`src/rtl/regfile_pkg.sv`:
```
// Shared types and constants for the register-file write-back path.
package regfile_pkg;

  localparam int REG_IDX_W = 5;
  localparam int XLEN      = 32;
  localparam logic [REG_IDX_W-1:0] REG_ZERO = 5'd0;

  typedef struct packed {
    logic [REG_IDX_W-1:0] rd;
    logic [XLEN-1:0]      data;
  } wb_req_t;

endpackage

```
`src/rtl/regfile_wb_arbiter_rr_arbiter.sv`:
```
// Round-robin arbiter: grants the first valid requester at or after ptr,
// then moves ptr just past the winner.
module rr_arbiter #(
  parameter int NUM_REQ = 3,
  parameter int IDX_W   = $clog2(NUM_REQ)
) (
  input  logic               clk,
  input  logic               rst,
  input  logic [NUM_REQ-1:0] req_valid,
  output logic [NUM_REQ-1:0] grant,
  output logic [IDX_W-1:0]   grant_idx,
  output logic               grant_valid
);

  logic [IDX_W-1:0] ptr;
  logic [IDX_W-1:0] cand;

  always_comb begin
    grant       = '0;
    grant_idx   = '0;
    grant_valid = 1'b0;
    cand        = '0;
    for (int i = 0; i < NUM_REQ; i++) begin
      cand = IDX_W'((int'(ptr) + i) % NUM_REQ);
      if (!grant_valid && req_valid[cand]) begin
        grant_valid = 1'b1;
        grant[cand] = 1'b1;
        grant_idx   = cand;
      end
    end
  end

  always_ff @(posedge clk or posedge rst) begin
    if (rst) begin
      ptr <= '0;
    end else if (grant_valid) begin
      ptr <= (grant_idx == IDX_W'(NUM_REQ - 1)) ? '0 : grant_idx + 1'b1;
    end
  end

endmodule

```
`src/rtl/regfile_wb_arbiter.sv`:
```
// Write-back arbiter, registered write stage and busy scoreboard for the
// register file. Define REGFILE_WB_BYPASS_EN to add write-stage forwarding.
module regfile_wb_arbiter
  import regfile_pkg::*;
#(
  parameter int NUM_REQ       = 3,
  parameter int REG_FILE_SIZE = 32
) (
  input  logic                              clk,
  input  logic                              rst,
  // A write-back transfers on a cycle where req_valid[i] & req_ready[i];
  // the requester holds valid, rd and data stable until then.
  input  logic [NUM_REQ-1:0]                req_valid,
  input  logic [NUM_REQ-1:0][REG_IDX_W-1:0] req_rd,
  input  logic [NUM_REQ-1:0][XLEN-1:0]      req_data,
  output logic [NUM_REQ-1:0]                req_ready,
  input  logic                              issue_valid,
  input  logic [REG_IDX_W-1:0]              issue_rd,
  input  logic [REG_IDX_W-1:0]              chk_rs0,
  input  logic [REG_IDX_W-1:0]              chk_rs1,
  output logic                              hazard,
  output logic                              wr_en,
  output logic [REG_IDX_W-1:0]              wr_reg_num,
  output logic [XLEN-1:0]                   wr_data,
  output logic [REG_FILE_SIZE-1:0]          busy_vec,
`ifdef REGFILE_WB_BYPASS_EN
  output logic                              fwd_valid0,
  output logic                              fwd_valid1,
  output logic [XLEN-1:0]                   fwd_data0,
  output logic [XLEN-1:0]                   fwd_data1,
`endif
  output logic                              sb_err
);

  localparam int IDX_W = $clog2(NUM_REQ);

  logic [NUM_REQ-1:0]       grant;
  logic [IDX_W-1:0]         grant_idx;
  logic                     grant_valid;
  wb_req_t                  win;
  logic [REG_FILE_SIZE-1:0] busy_q, busy_next, set_mask, clr_mask, win_mask;
  logic                     win_busy, win_set, sb_err_set;
  logic                     rs0_busy, rs1_busy;

  rr_arbiter #(.NUM_REQ(NUM_REQ), .IDX_W(IDX_W)) u_arb (
    .clk         (clk),
    .rst         (rst),
    .req_valid   (req_valid),
    .grant       (grant),
    .grant_idx   (grant_idx),
    .grant_valid (grant_valid)
  );

  assign req_ready = grant;
  assign win.rd    = req_rd[grant_idx];
  assign win.data  = req_data[grant_idx];

  // rd == 0 is accepted and consumed but never reaches the register file.
  always_ff @(posedge clk or posedge rst) begin
    if (rst) begin
      wr_en      <= 1'b0;
      wr_reg_num <= REG_ZERO;
      wr_data    <= '0;
    end else begin
      wr_en <= grant_valid && (win.rd != REG_ZERO);
      if (grant_valid) begin
        wr_reg_num <= win.rd;
        wr_data    <= win.data;
      end
    end
  end

  // Set is applied after clear so a fresh producer supersedes the retiring one.
  always_comb begin
    set_mask = '0;
    clr_mask = '0;
    if (issue_valid && (issue_rd != REG_ZERO))
      set_mask = REG_FILE_SIZE'(1) << issue_rd;
    if (wr_en)
      clr_mask = REG_FILE_SIZE'(1) << wr_reg_num;
    busy_next    = (busy_q & ~clr_mask) | set_mask;
    busy_next[0] = 1'b0;
  end

  assign win_mask   = REG_FILE_SIZE'(1) << win.rd;
  assign win_busy   = |(busy_q & win_mask);
  assign win_set    = |(set_mask & win_mask);
  assign sb_err_set = grant_valid && (win.rd != REG_ZERO) && !win_busy && !win_set;

  always_ff @(posedge clk or posedge rst) begin
    if (rst) begin
      busy_q <= '0;
      sb_err <= 1'b0;
    end else begin
      busy_q <= busy_next;
      if (sb_err_set)
        sb_err <= 1'b1;
    end
  end

  assign busy_vec = busy_q;
  assign rs0_busy = (chk_rs0 != REG_ZERO) && |(busy_q & (REG_FILE_SIZE'(1) << chk_rs0));
  assign rs1_busy = (chk_rs1 != REG_ZERO) && |(busy_q & (REG_FILE_SIZE'(1) << chk_rs1));

`ifdef REGFILE_WB_BYPASS_EN
  assign fwd_valid0 = wr_en && (wr_reg_num != REG_ZERO) && (chk_rs0 == wr_reg_num);
  assign fwd_valid1 = wr_en && (wr_reg_num != REG_ZERO) && (chk_rs1 == wr_reg_num);
  assign fwd_data0  = wr_data;
  assign fwd_data1  = wr_data;
  assign hazard     = (rs0_busy && !fwd_valid0) || (rs1_busy && !fwd_valid1);
`else
  assign hazard     = rs0_busy || rs1_busy;
`endif

endmodule
```
`config.mk`:
```
export PLATFORM = sky130hd
export DESIGN_NAME = regfile_wb_arbiter
export DESIGN_NICKNAME = d
export VERILOG_FILES = /design/src/rtl/regfile_pkg.sv /design/src/rtl/regfile_wb_arbiter_rr_arbiter.sv /design/src/rtl/regfile_wb_arbiter.sv
export SDC_FILE = /design/constraint.sdc
export NUM_CORES = 1
export LEC_CHECK = 0
export ABC_AREA = 1
export CORE_MARGIN = 4
export CORE_UTILIZATION = 40
export DETAILED_ROUTE_END_ITERATION = 7
export PLACE_DENSITY = 0.73
export SYNTH_ARGS = -nofsm -noshare
export SYNTH_HDL_FRONTEND = slang
export SYNTH_SLANG_ARGS = --single-unit
```
`constraint.sdc`:
```
create_clock -name clk -period 3.1 [get_ports clk]
set_clock_uncertainty 0.15 [all_clocks]
set_input_delay 0.62 -clock clk [delete_from_list [all_inputs] [get_ports clk]]
set_output_delay 0.62 -clock clk [all_outputs]
set_load 0.05 [all_outputs]
```
==> summary.md <==
| Metric | Value |
|---|---|
| Status | finished, final reports clean |
| GRT Residual Overflow | 0 |
| Core area | roughly 0.014 sq mm |
| WL/cell | approximately 18 microns |
| Die area | 0.0161 sq mm |
| Placed cells | 1300 |
| Post-synth EDFFs | 0 |
| Num rows | 43 |
| Width of the die | 127 microns |
| Tmin final | 3.06 ns |
| Clock Sinks | just over 70 |
| Hold_buf cts | 0 |
| Cells after Synth | 898 |
| Syn_nets | 1034 |
| Residual DRC | 0 |
| Worst-margin pin slew | 0.595 ns |
| Setup violations, final | 0 |
| Final net count | roughly 1300 |
| Drt first pass iters | 7 |
| Top FF cell, synth | dfrtp_1 |
| TritonCTS Buffers | 9 |
| Final std cells w/o fill | 1337 |
| Most common cell after layout, fill and taps aside | nor2_1 |
| Layout cells sized above 1 | ~15% |
| Synth unique cells | 40 |
| Final hold vios | 0 |
| Post-DP HPWL | 17900 microns |
| WS Path Type | reg -> reg |
| CP startpoint kind | flip-flop |
| Post-route ant nets | 0 |
| FMAX | 0.327 GHz |
| Pin count of the biggest net entering global routing | between 70 and 80 |
| Reg clk slew, reported paths | 0.06 ns |
| Worst path arrival time | 3.19 ns |
| Total number of vias | ~7300 |
| Final Util | 65.0% |
| Clock Path Buffers | 2 |
| Clock Latency Late Sink | between 0.3 and 0.4 ns |
| Final period utilization | between 90% and 100% |
| CTS H-tree lvls | 3 |
| Port bufs | 205 |
| Crit. End Element | flip-flop |
| Slew HR | 60.2% |
| I/O pins | 207 |
| CTS tree | yes |
| Final RePlAce weighted congestion | 1.02 |
| Drt total wl | 23900 microns |
| First-pass GRT wire length | around 36000 microns |
| Register area share after synthesis | 31.8% |
| Max Cap Viol | 0 |
| Most frequent cells in the layout | 232 x nor2_1, 190 x clkdlybuf4s50_1, 137 x nand2_1 |
| Effective utilization at floorplan | 40.8% |
| Avg Inst Size Synth | 6.30 sq um |
| DR vias/cell | about 5.4 |
| GRT Total Usage | 28.1% |
| Synth-to-Final Area Change | 59.3% |
| Initial antenna violation count | 1 |
| Mapped cell area | ~0.0057 sq mm |
| Hold crit path type | reg -> reg |
| Number of global-route vias before repair | 6853 |
| Yosys reg bits | 72 |
| DR iter-0 viols | around 660 |
| Synth warn | 0 |
| Final Max Slew Viols | 0 |
| Max Fanout on Critical Path | 6 |
| FFs w/ async S/R, synth | 100% |
| CP required | between 3 and 4 ns |
| Die H | 127 microns |
| Root Driver | clkbuf_16 |
| RSZ-0062 raised after global routing | true |
## path summary, 6_finish.rpt
path | end | start | slack (ns) | cells after the start
setup / recovery | sb_err | u_arb.ptr[1] | 0.04 | 25
hold / removal | wr_data[11] | wr_data[11] | 0.38 | 2
setup reg to reg | sb_err | u_arb.ptr[1] | 0.04 | 25
hold reg to reg | wr_data[11] | wr_data[11] | 0.38 | 2
max in group asynchronous | wr_data[27] | rst | 1.93 | 3
min in group asynchronous | busy_vec[9] | rst | 0.50 | 3
## critical path: stages (launching register included)
cell and delay (ns):
dfrtp_1 0.43, ha_4 0.35, inv_6 0.05, nand2_2 0.05, nand3_2 0.08, nand2_4 0.12, nand2_4 0.06, nor2_4 0.14
nand2_4 0.10, nand2_8 0.09, buf_8 0.13, inv_4 0.04, nand2_4 0.06, nand2_2 0.05, nand2_2 0.07, nand2_4 0.09
clkbuf_16 0.16, nand4_1 0.11, nor2_1 0.05, nor2_1 0.14, nand2_1 0.07, nor2_1 0.10, nand2_1 0.06, nor2_1 0.10
nand2_1 0.06, nand2_1 0.06
## cells in the mapped netlist (all sizes together) (2+ instances only)
library cell / instances / share of area, %
nor2: 244 / 17
nand2: 165 / 12
inv: 84 / 5.6
o21ai: 76 / 6.8
dfrtp: 72 / 32
a21oi: 65 / 5.9
nand3: 58 / 6.1
nand4: 37 / 4.2
clkbuf: 27 / 1.8
nor3: 15 / 1.3
buf: 14 / 1.7
o22ai: 13 / 1.4
nor4: 6 / 0.66
ha: 4 / 0.88
a221oi: 3 / 0.46
o221ai: 3 / 0.46
o2111ai: 2 / 0.31
o211ai: 2 / 0.27
## logic make-up after synthesis
kind of cell	synth area share, %
AND/OR/NAND/NOR	41.7
flip-flops	31.8
other	0.0662
buffers and inverters	9.15
adder cells (fa/ha/maj)	0.884
AO/OA/AOI/OAI	16.4
## state kept, by name, summed over array words and instances, names as in the netlist
signal,count
sb_err,1
wr_data,32
busy_vec,31
u_arb.ptr,2
wr_reg_num,5
wr_en,1
## final cells by class
cell class / count / area, sq um
Fill cell: 1282 / 4860
Multi-Input combinational cell: 701 / 3510
Timing Repair Buffer: 284 / 2810
Sequential cell: 72 / 1800
Inverter: 85 / 332
Clock buffer: 11 / 253
Tap cell: 180 / 225
Clock inverter: 3 / 90.1
Antenna cell: 1 / 2.50
## what timing repair did
item                       CTS  global route
gates cloned                 0             4
buffers inserted             0            18
setup endpoints to repair    3             4
resized for setup           10            60
pin swaps                    4            41
## layer usage
metal	track usage, %	routed length [microns]	up-vias
met5	0	0	-
met4	12.8	1130	0
met3	7.82	2140	81
met2	47.2	11400	396
met1	33.6	9180	3322
li1	-	-	3481
## through the flow
step	setup TNS [ns]	setup slack (ns)	instance area (sq um)	hold WS [ns]
after detailed placement	-0.453	-0.283	8230	0.364
after global placement	-0.425	-0.279	8230	0.357
after CTS	-0.0293	-0.0293	8590	0.378
final	0	0.0436	9020	0.377
after floorplan	0	0.161	5660	0.436
after global routing	-0.144	-0.144	9020	0.389
Power is not shown: default switching activity piles up to over one toggle a cycle in this logic, so the estimate is an artifact.
